--- src/rtl/cpu_step_ctrl.sv ---
// Execution controller: turns debounced step/run button levels into a one-cycle
// CPU clock enable, with single-step, divided free-run and PC-breakpoint halt.
module cpu_step_ctrl #(
    parameter int unsigned PC_WIDTH  = 16,
    parameter int unsigned CNT_WIDTH = 16,
    parameter int unsigned RUN_DIV   = 4
) (
    input  logic                 clk,
    input  logic                 rst,
    input  logic                 step_btn,
    input  logic                 run_btn,
    input  logic                 tick,
    input  logic [PC_WIDTH-1:0]  pc,
    input  logic [PC_WIDTH-1:0]  bp_addr,
    input  logic                 bp_en,
    output logic                 cpu_ce,
    output logic                 running,
    output logic                 halted_bp,
    output logic [CNT_WIDTH-1:0] step_count
);

    typedef enum logic [1:0] {
        S_IDLE,
        S_RUN,
        S_BREAK
    } state_t;

    localparam logic [7:0]           DIV_LAST = 8'(RUN_DIV - 1);
    localparam logic [7:0]           DIV_ONE  = 8'd1;
    localparam logic [CNT_WIDTH-1:0] CNT_ONE  = CNT_WIDTH'(1);

    state_t               state_q, state_d;
    logic [7:0]           div_q, div_d;
    logic                 skip_bp_q, skip_bp_d;
    logic                 step_prev_q, run_prev_q;
    logic                 arm_q;
    logic                 cpu_ce_q, cpu_ce_d;
    logic                 running_q, running_d;
    logic                 halted_bp_q, halted_bp_d;
    logic [CNT_WIDTH-1:0] step_count_q, step_count_d;

    logic step_rise, run_rise, issue;

    // arm_q masks edges for the first clock after reset, so a button held
    // through reset release is absorbed into the prev registers silently.
    assign step_rise = arm_q & step_btn & ~step_prev_q;
    assign run_rise  = arm_q & run_btn  & ~run_prev_q;

    always_comb begin
        state_d   = state_q;
        div_d     = div_q;
        skip_bp_d = skip_bp_q;
        issue     = 1'b0;

        case (state_q)
            S_IDLE: begin
                if (run_rise) begin
                    state_d = S_RUN;
                    div_d   = '0;
                end else if (step_rise) begin
                    issue = 1'b1;
                end
            end
            S_RUN: begin
                if (run_rise) begin
                    state_d = S_IDLE;
                end else if (tick) begin
                    if (div_q == DIV_LAST) begin
                        div_d = '0;
                        if (bp_en && (pc == bp_addr) && !skip_bp_q) begin
                            state_d = S_BREAK;
                        end else begin
                            issue     = 1'b1;
                            skip_bp_d = 1'b0;
                        end
                    end else begin
                        div_d = div_q + DIV_ONE;
                    end
                end
            end
            S_BREAK: begin
                if (run_rise) begin
                    state_d   = S_RUN;
                    skip_bp_d = 1'b1;
                end else if (step_rise) begin
                    issue   = 1'b1;
                    state_d = S_IDLE;
                end
            end
            default: state_d = S_IDLE;
        endcase

        cpu_ce_d     = issue;
        step_count_d = (issue && (step_count_q != '1)) ? step_count_q + CNT_ONE : step_count_q;
        running_d    = (state_d == S_RUN);
        halted_bp_d  = (state_d == S_BREAK);
    end

    always_ff @(posedge clk or negedge rst) begin
        if (!rst) begin
            state_q      <= S_IDLE;
            div_q        <= '0;
            skip_bp_q    <= 1'b0;
            step_prev_q  <= 1'b0;
            run_prev_q   <= 1'b0;
            arm_q        <= 1'b0;
            cpu_ce_q     <= 1'b0;
            running_q    <= 1'b0;
            halted_bp_q  <= 1'b0;
            step_count_q <= '0;
        end else begin
            state_q      <= state_d;
            div_q        <= div_d;
            skip_bp_q    <= skip_bp_d;
            step_prev_q  <= step_btn;
            run_prev_q   <= run_btn;
            arm_q        <= 1'b1;
            cpu_ce_q     <= cpu_ce_d;
            running_q    <= running_d;
            halted_bp_q  <= halted_bp_d;
            step_count_q <= step_count_d;
        end
    end

    assign cpu_ce     = cpu_ce_q;
    assign running    = running_q;
    assign halted_bp  = halted_bp_q;
    assign step_count = step_count_q;

endmodule

--- config.mk ---
export PLATFORM = sky130hd
export DESIGN_NAME = cpu_step_ctrl
export DESIGN_NICKNAME = d
export VERILOG_FILES = /design/src/rtl/cpu_step_ctrl.sv
export SDC_FILE = /design/constraint.sdc
export NUM_CORES = 1
export LEC_CHECK = 0
export CORE_MARGIN = 2
export CORE_UTILIZATION = 30
export CTS_CLUSTER_DIAMETER = 200
export DETAILED_ROUTE_END_ITERATION = 16
export PLACE_DENSITY = 0.54
export SETUP_SLACK_MARGIN = 0.1
export SYNTH_ARGS = -nofsm -noshare
export SYNTH_HDL_FRONTEND = slang
export SYNTH_SLANG_ARGS = --single-unit
--- constraint.sdc ---
create_clock -name clk -period 2.4 [get_ports clk]
set_input_delay 0.48 -clock clk [delete_from_list [all_inputs] [get_ports clk]]
set_output_delay 0.48 -clock clk [all_outputs]
set_load 0.05 [all_outputs]
==> results.ini, run 1 <==
[yosys]
synth_nets=205
async_flop_share=1.00
synth_edf_count=0
yosysTopAreaCell=dfrtp_1
synth.distinct_cells=34
synth_flop_cell=dfrtp_1
synthCells=165
synth_fa_ha_area_frac=0.0146
netlist_area_um2=1720
ys_ff_latch=33
yosysMostFrequentCell=dfrtp_1
ys_seq_area_frac=0.481
muxShareOfSynthArea=0.0131
synthSimpleGateAreaFrac=0.237
yosysWarnings=0
synth_top_family_by_area=simple AND/OR/NAND/NOR gates
syn_avg_cell_area_um2=10.4
synth_top_area_frac=0.481
synthTopCellsByCount=dfrtp_1 (33), xnor2_1 (17), nand3_1 (14)
synth_area_leaders=dfrtp_1 (48%), xnor2_1 (8.7%), xor2_1 (6.6%), nand3_1 (4.1%), and3_1 (3.6%)
synth-xor-area-share=0.153
synth_compound_area_frac=0.0925

[global_routing]
grt_pass1_vias=1427
globalRouteOverflowTotal=0
track_usage=0.130
grt_pass1_wl_um=6440
grt_max_degree=34
antenna_found_initial=0

[setup_path]
crit_arrival_ns=2.39
worstRegToRegCells=5
worst_setup_path_start_kind=input port
r2r-start=div_q[3]
critPathRequiredTime_ns=2.56
crit_type=in2reg
cp_max_fo=3
critPathLaunch=bp_addr[2]
end_kind=flop

[place]
place.gp.congestion=0.733
dp_hpwl_um=2820
portBuffers=56
place_inst=300

[finish]
fillCellCount=534
antennaDiodeCount=0
fin_cells=309
fin_nets=276
syn2layout_area_growth_pct=49.2
drive_gt1_frac=0.101

[worst_hold_path]
min_path_type=reg2reg
hold_start=div_q[7]
whs_path_depth=1

[floorplanning]
die_x_um=79.7
rows=27
die_h_um=79.7
core_area_um2=5510
die-area_um2=6350
io-pin-count=57
initial_core_util=0.312

[timing]
rsz0062_at_grt=false
worst_slew_pin_slew_ns=0.505
final_hold_viol_count=0
timing.setup.tns_ns=0
fin_crit_ns=2.23
maxSlewViolCount=0
relSlewSlack=0.662
max_freq_ghz=0.449
setup_viol=0
finalClockSkew_ns=0.00940
period_share=0.927
whs_ns=0.488

[clock_tree]
clk_latency_ns=0.28
h-tree-depth=2
root_buffer=clkbuf_8
numCtsBuffers=5
clk_pin_slew_ns=0.07
cts_tree=done
cts.sinks=33
clock_path_buffers=2

[detailed_routing]
routedWlPerCell_um=12.2
drtIter0Drc=60
wl_um=3780
route.vias.total=1448
drtPass1Iterations=4
drc=0
vias_per_cell=4.69
drtAntennaViolNets=0

[pwr]
cellPowerDensity_nw_per_um2=674
ir_drop_v=0.000560
leakagePower_uw=0.00111

[run_status]
status=completed

[flow_run]
maxCapViolations=0

cell usage in the layout (no fill, tap or decap), types with 2 or more instances in the layout:
| cell | instances |
|---|---|
| clkdlybuf4s50_1 | 46 |
| clkbuf_8 | 6 |
| nand2b_1 | 2 |
| nand3b_1 | 2 |
| nor2_1 | 6 |
| dlygate4sd2_1 | 4 |
| a21oi_1 | 2 |
| nand4_1 | 9 |
| nor3_1 | 5 |
| buf_4 | 9 |
| and2_1 | 3 |
| o21ai_0 | 4 |
| nand2_1 | 12 |
| o21ai_1 | 6 |
| dfrtp_1 | 33 |
| nor4_1 | 3 |
| o31ai_1 | 3 |
| inv_1 | 2 |
| nand3_1 | 14 |
| and3_1 | 10 |
| xor2_1 | 13 |
| a31o_2 | 2 |
| dlymetal6s2s_1 | 6 |
| xnor2_1 | 17 |
| ha_1 | 2 |
power by group:
part | internal [uW] | switching, uW | total (uW)
Sequential | 617 | 72.1 | 690
Combinational | 216 | 285 | 501
Clock | 338 | 198 | 537
final timing paths:
| kind | slack [ns] | endpoint |
|---|---|---|
| max in group asynchronous | 1.49 | run_prev_q |
| worst max register to register | 0.21 | step_count[1] |
| worst min register to register | 0.49 | div_q[7] |
| min in group asynchronous | 0.60 | step_count[15] |
| worst min-delay path | 0.49 | div_q[7] |
| worst max-delay path | 0.17 | step_count[12] |
what timing repair did:
action | CTS | global route
setup endpoints to repair | 1 | 4
endpoints found under the hold margin | 0 | 0
hold buffers | 0 | 0
pin swaps | 5 | 8
gates resized for setup | 5 | 6
setup buffers | 0 | 1
kinds of logic after synthesis:
kind of cell / after synthesis
buf+inv: 3
fa+ha+maj: 2
mux: 2
xor+xnor: 30
flops: 33
compound gates: 21
other cells: 1
simple gates: 73
metrics by stage:
step           setup WS (ns)  power, uW   util  area, um2
6_report               0.175       1730  0.465       2560
4_1_cts                0.119       1750  0.461       2540
3_5_place_dp          -0.195       1210  0.440       2420
3_3_place_gp          -0.168       1200  0.440       2420
2_1_floorplan          0.326        988      -       1720
5_1_grt               0.0776       1830  0.465       2560
metal layers:
metal | up-vias | track usage | share of wire
met3 | 5 | 0.0339 | 0.043
met2 | 34 | 0.203 | 0.47
li1 | 735 | - | -
met4 | 0 | 0.0466 | 0.012
met1 | 674 | 0.173 | 0.48
met5 | - | 0 | 0
layout make-up:
class,count,area [um2],share of cell area
Tap cell,72,90.1,0.0352
Multi-Input combinational cell,129,885,0.345
Inverter,2,7.51,0.00293
Sequential cell,33,826,0.322
Clock buffer,7,86.3,0.0337
Clock inverter,1,30.0,0.0117
Timing Repair Buffer,65,638,0.249
flip-flops by register name, indices dropped and copies added, names as in the netlist:
name         cells
run_prev_q       1
skip_bp_q        1
div_q            8
step_prev_q      1
step_count      16
cpu_ce           1
halted_bp        1
state_q          2
running          1
arm_q            1
critical path: stages:
cell and delay (ns):
clkdlybuf4s50_1 0.42, xor2_1 0.17, nor4_1 0.24, nand2_1 0.16
o311ai_4 0.38, nand2_2 0.10, nand4_1 0.12, mux2_4 0.31
Note: power is estimated with default switching activity, not from simulation.
==> run 2, diff against run 1 <==
--- a/config.mk
+++ b/config.mk
@@ -5,11 +5,12 @@
 export SDC_FILE = /design/constraint.sdc
 export NUM_CORES = 1
 export LEC_CHECK = 0
+export ABC_CLOCK_PERIOD_IN_PS = 2230
 export CORE_MARGIN = 2
-export CORE_UTILIZATION = 30
+export CORE_UTILIZATION = 33
 export CTS_CLUSTER_DIAMETER = 200
 export DETAILED_ROUTE_END_ITERATION = 16
-export PLACE_DENSITY = 0.54
+export PLACE_DENSITY = 0.59
 export SETUP_SLACK_MARGIN = 0.1
 export SYNTH_ARGS = -nofsm -noshare
 export SYNTH_HDL_FRONTEND = slang
==> constraint.sdc (replaced) <==
create_clock -name clk -period 2.23 [get_ports clk]
set_input_delay 0.446 -clock clk [delete_from_list [all_inputs] [get_ports clk]]
set_output_delay 0.446 -clock clk [all_outputs]
set_load 0.05 [all_outputs]
==> run 2 against run 1 <==
Net effect: register-to-register slack worse by 0.02 ns; clock power is 23% lower; sequential share of layout area is 0.59 points lower; power hardly changed; global-route usage is 1.6 points higher; non-clock buffer count is 8 higher; highest routed layer unchanged; sequential power is 7.7% higher.
==> results.ini, run 2 (same netlist as run 1, synthesis figures left out) <==
[finish]
layout.cells.most_common=dfrtp_1
fillCellCount=485  ; -9.2%
post-route-util=0.514  ; +0.0490
antennaDiodeCount=0  ; unchanged
fin_nets=284  ; +2.9%
syn2layout_area_growth_pct=51.9
layout_common_cells=dfrtp_1 (33), clkdlybuf4s50_1 (32), xnor2_1 (17), buf_4 (15), nand3_1 (14)
largest_register_ffs=16  ; unchanged
drive_gt1_frac=0.136  ; +0.0345

[floorplanning]
die_h_um=76.2  ; -4.4%
rows=26  ; -3.7%
die-area_um2=5800  ; -8.6%
initial_core_util=0.339  ; +0.0265
core_area_um2=5070  ; -7.8%
die_x_um=76.2  ; -4.4%
io-pin-count=57  ; unchanged

[clock_tree]
clock_path_buffers=2  ; unchanged
cts_tree=done
hold_buffers=0  ; unchanged
cts.sinks=33  ; unchanged
clk_latency_ns=0.28  ; about the same
numCtsBuffers=5  ; unchanged
root_buffer=clkbuf_8
h-tree-depth=2  ; unchanged
clk_pin_slew_ns=0.07  ; about the same

[timing]
fin_crit_ns=2.04
period_share=0.916
max_freq_ghz=0.489
maxSlewViolCount=0  ; unchanged
relSlewSlack=0.663  ; +0.000681
timing.setup.tns_ns=0  ; unchanged
worst_slew_pin_slew_ns=0.504  ; -0.00102 ns
finalClockSkew_ns=0.00773  ; -0.00167 ns
rsz0062_at_grt=true
setup_viol=0  ; unchanged
final_hold_viol_count=0  ; unchanged

[global_routing]
grt_max_degree=34  ; unchanged
track_usage=0.146  ; +0.0162
globalRouteOverflowTotal=0  ; unchanged
grt_pass1_vias=1539  ; +7.8%
grt_pass1_wl_um=6890  ; +7.0%
antenna_found_initial=0  ; unchanged

[worst_hold_path]
whs_path_depth=1  ; unchanged
min_to=div_q[7]
min_path_type=reg2reg
hold_start=div_q[7]

[pwr]
p_int_uw=1130  ; -3.9%
power_uw=1730  ; about the same
pwr-share-seq=0.430  ; +0.031
cellPowerDensity_nw_per_um2=662  ; -1.8%
leakagePower_uw=0.00115  ; +4.3%
power.switching_uw=602  ; +8.2%
clkPwrFrac=0.239  ; -0.072
ir_drop_v=0.000740  ; +32%
p_sw_frac=0.348  ; +0.0265
p_comb_frac=0.331  ; +0.041

[detailed_routing]
drtAntennaViolNets=0  ; unchanged
drtPass1Iterations=4  ; unchanged
wl_um=3930  ; +3.9%
drc=0  ; unchanged
route.vias.total=1479  ; +2.1%
drtIter0Drc=80  ; +33%
vias_per_cell=4.73  ; +0.84%
routedWlPerCell_um=12.5  ; +2.6%

[setup_path]
crit_type=in2reg
r2r_slack_ns=0.19  ; -0.02 ns
r2r-start=div_q[3]
worstRegToRegCells=7  ; +2
crit_arrival_ns=2.21  ; -0.18 ns
end_kind=flop
r2r-end=step_count[14]
critPathRequiredTime_ns=2.40  ; -0.16 ns
worst_setup_path_start_kind=input port
cp_max_fo=5  ; +2

[run_status]
status=completed

[place]
portBuffers=56  ; unchanged
place.gp.congestion=0.810  ; +10%
dp_hpwl_um=2900  ; +2.9%

[flow_run]
maxCapViolations=0  ; unchanged

[run 2: critical path, stage by stage]
cell and delay [ns]:
dlygate4sd2_1 0.24, xor2_1 0.13, nor4_1 0.29, nand2_1 0.16, o311ai_4 0.39, a21oi_4 0.12, buf_12 0.15, mux2_4 0.28
[run 2: metal layers]
layer,share of wire,GRT usage,wire [um]
met5,0,0,0
met4,0.017,0.0655,67
met3,0.028,0.0284,109
met2,0.49,0.242,1910
met1,0.47,0.185,1840
[run 2: how the worst max path moves through the flow]
| stage | from | end | slack [ns] | cells after the start |
|---|---|---|---|---|
| 2_1_floorplan | bp_addr[8] | step_count[12] | 0.19 | 7 |
| 3_3_place_gp | bp_addr[8] | step_count[12] | -0.30 | 8 |
| 3_5_place_dp | bp_addr[8] | step_count[12] | -0.34 | 8 |
| 4_1_cts | pc[2] | step_count[12] | 0.10 | 8 |
| 5_1_grt | div_q[5] | step_count[5] | 0.08 | 7 |
| 6_report | pc[4] | step_count[1] | 0.19 | 8 |
[run 2: metrics by stage]
step	std cells	worst slack (ns)	cell area [um2]	hold WS [ns]
final	313	0.187	2610	0.489
after global routing	313	0.0832	2610	0.507
after CTS	311	0.101	2530	0.489
after detailed placement	304	-0.341	2470	0.483
after global placement	304	-0.300	2470	0.481
after floorplan	165	0.190	1720	0.150
[run 2: what timing repair did]
| action | CTS | global route |
|---|---|---|
| setup endpoints to repair | 10 | 18 |
| buffers inserted | 1 | 1 |
| pin swaps | 11 | 13 |
| hold endpoints to repair | 0 | 0 |
| gates resized for setup | 20 | 15 |
| cloned | 0 | 1 |
[run 2: area by class of cell]
cell class                 instances  area [um2]  share of cell area
clock buffer                       5        68.8              0.0264
clock inverter                     1        5.00             0.00192
inverter                           2        7.51             0.00288
multi-input combinational        129         895               0.343
sequential                        33         826               0.316
tap                               70        87.6              0.0336
timing repair buffer              73         721               0.276
[run 2: power groups by stage]
stage	Combinational (uW)	Sequential (uW)	Clock (uW)
3_5_place_dp	560	753	0
4_1_cts	552	744	426
2_1_floorplan	182	881	0
6_report	572	743	412
5_1_grt	625	758	448
3_3_place_gp	558	752	0
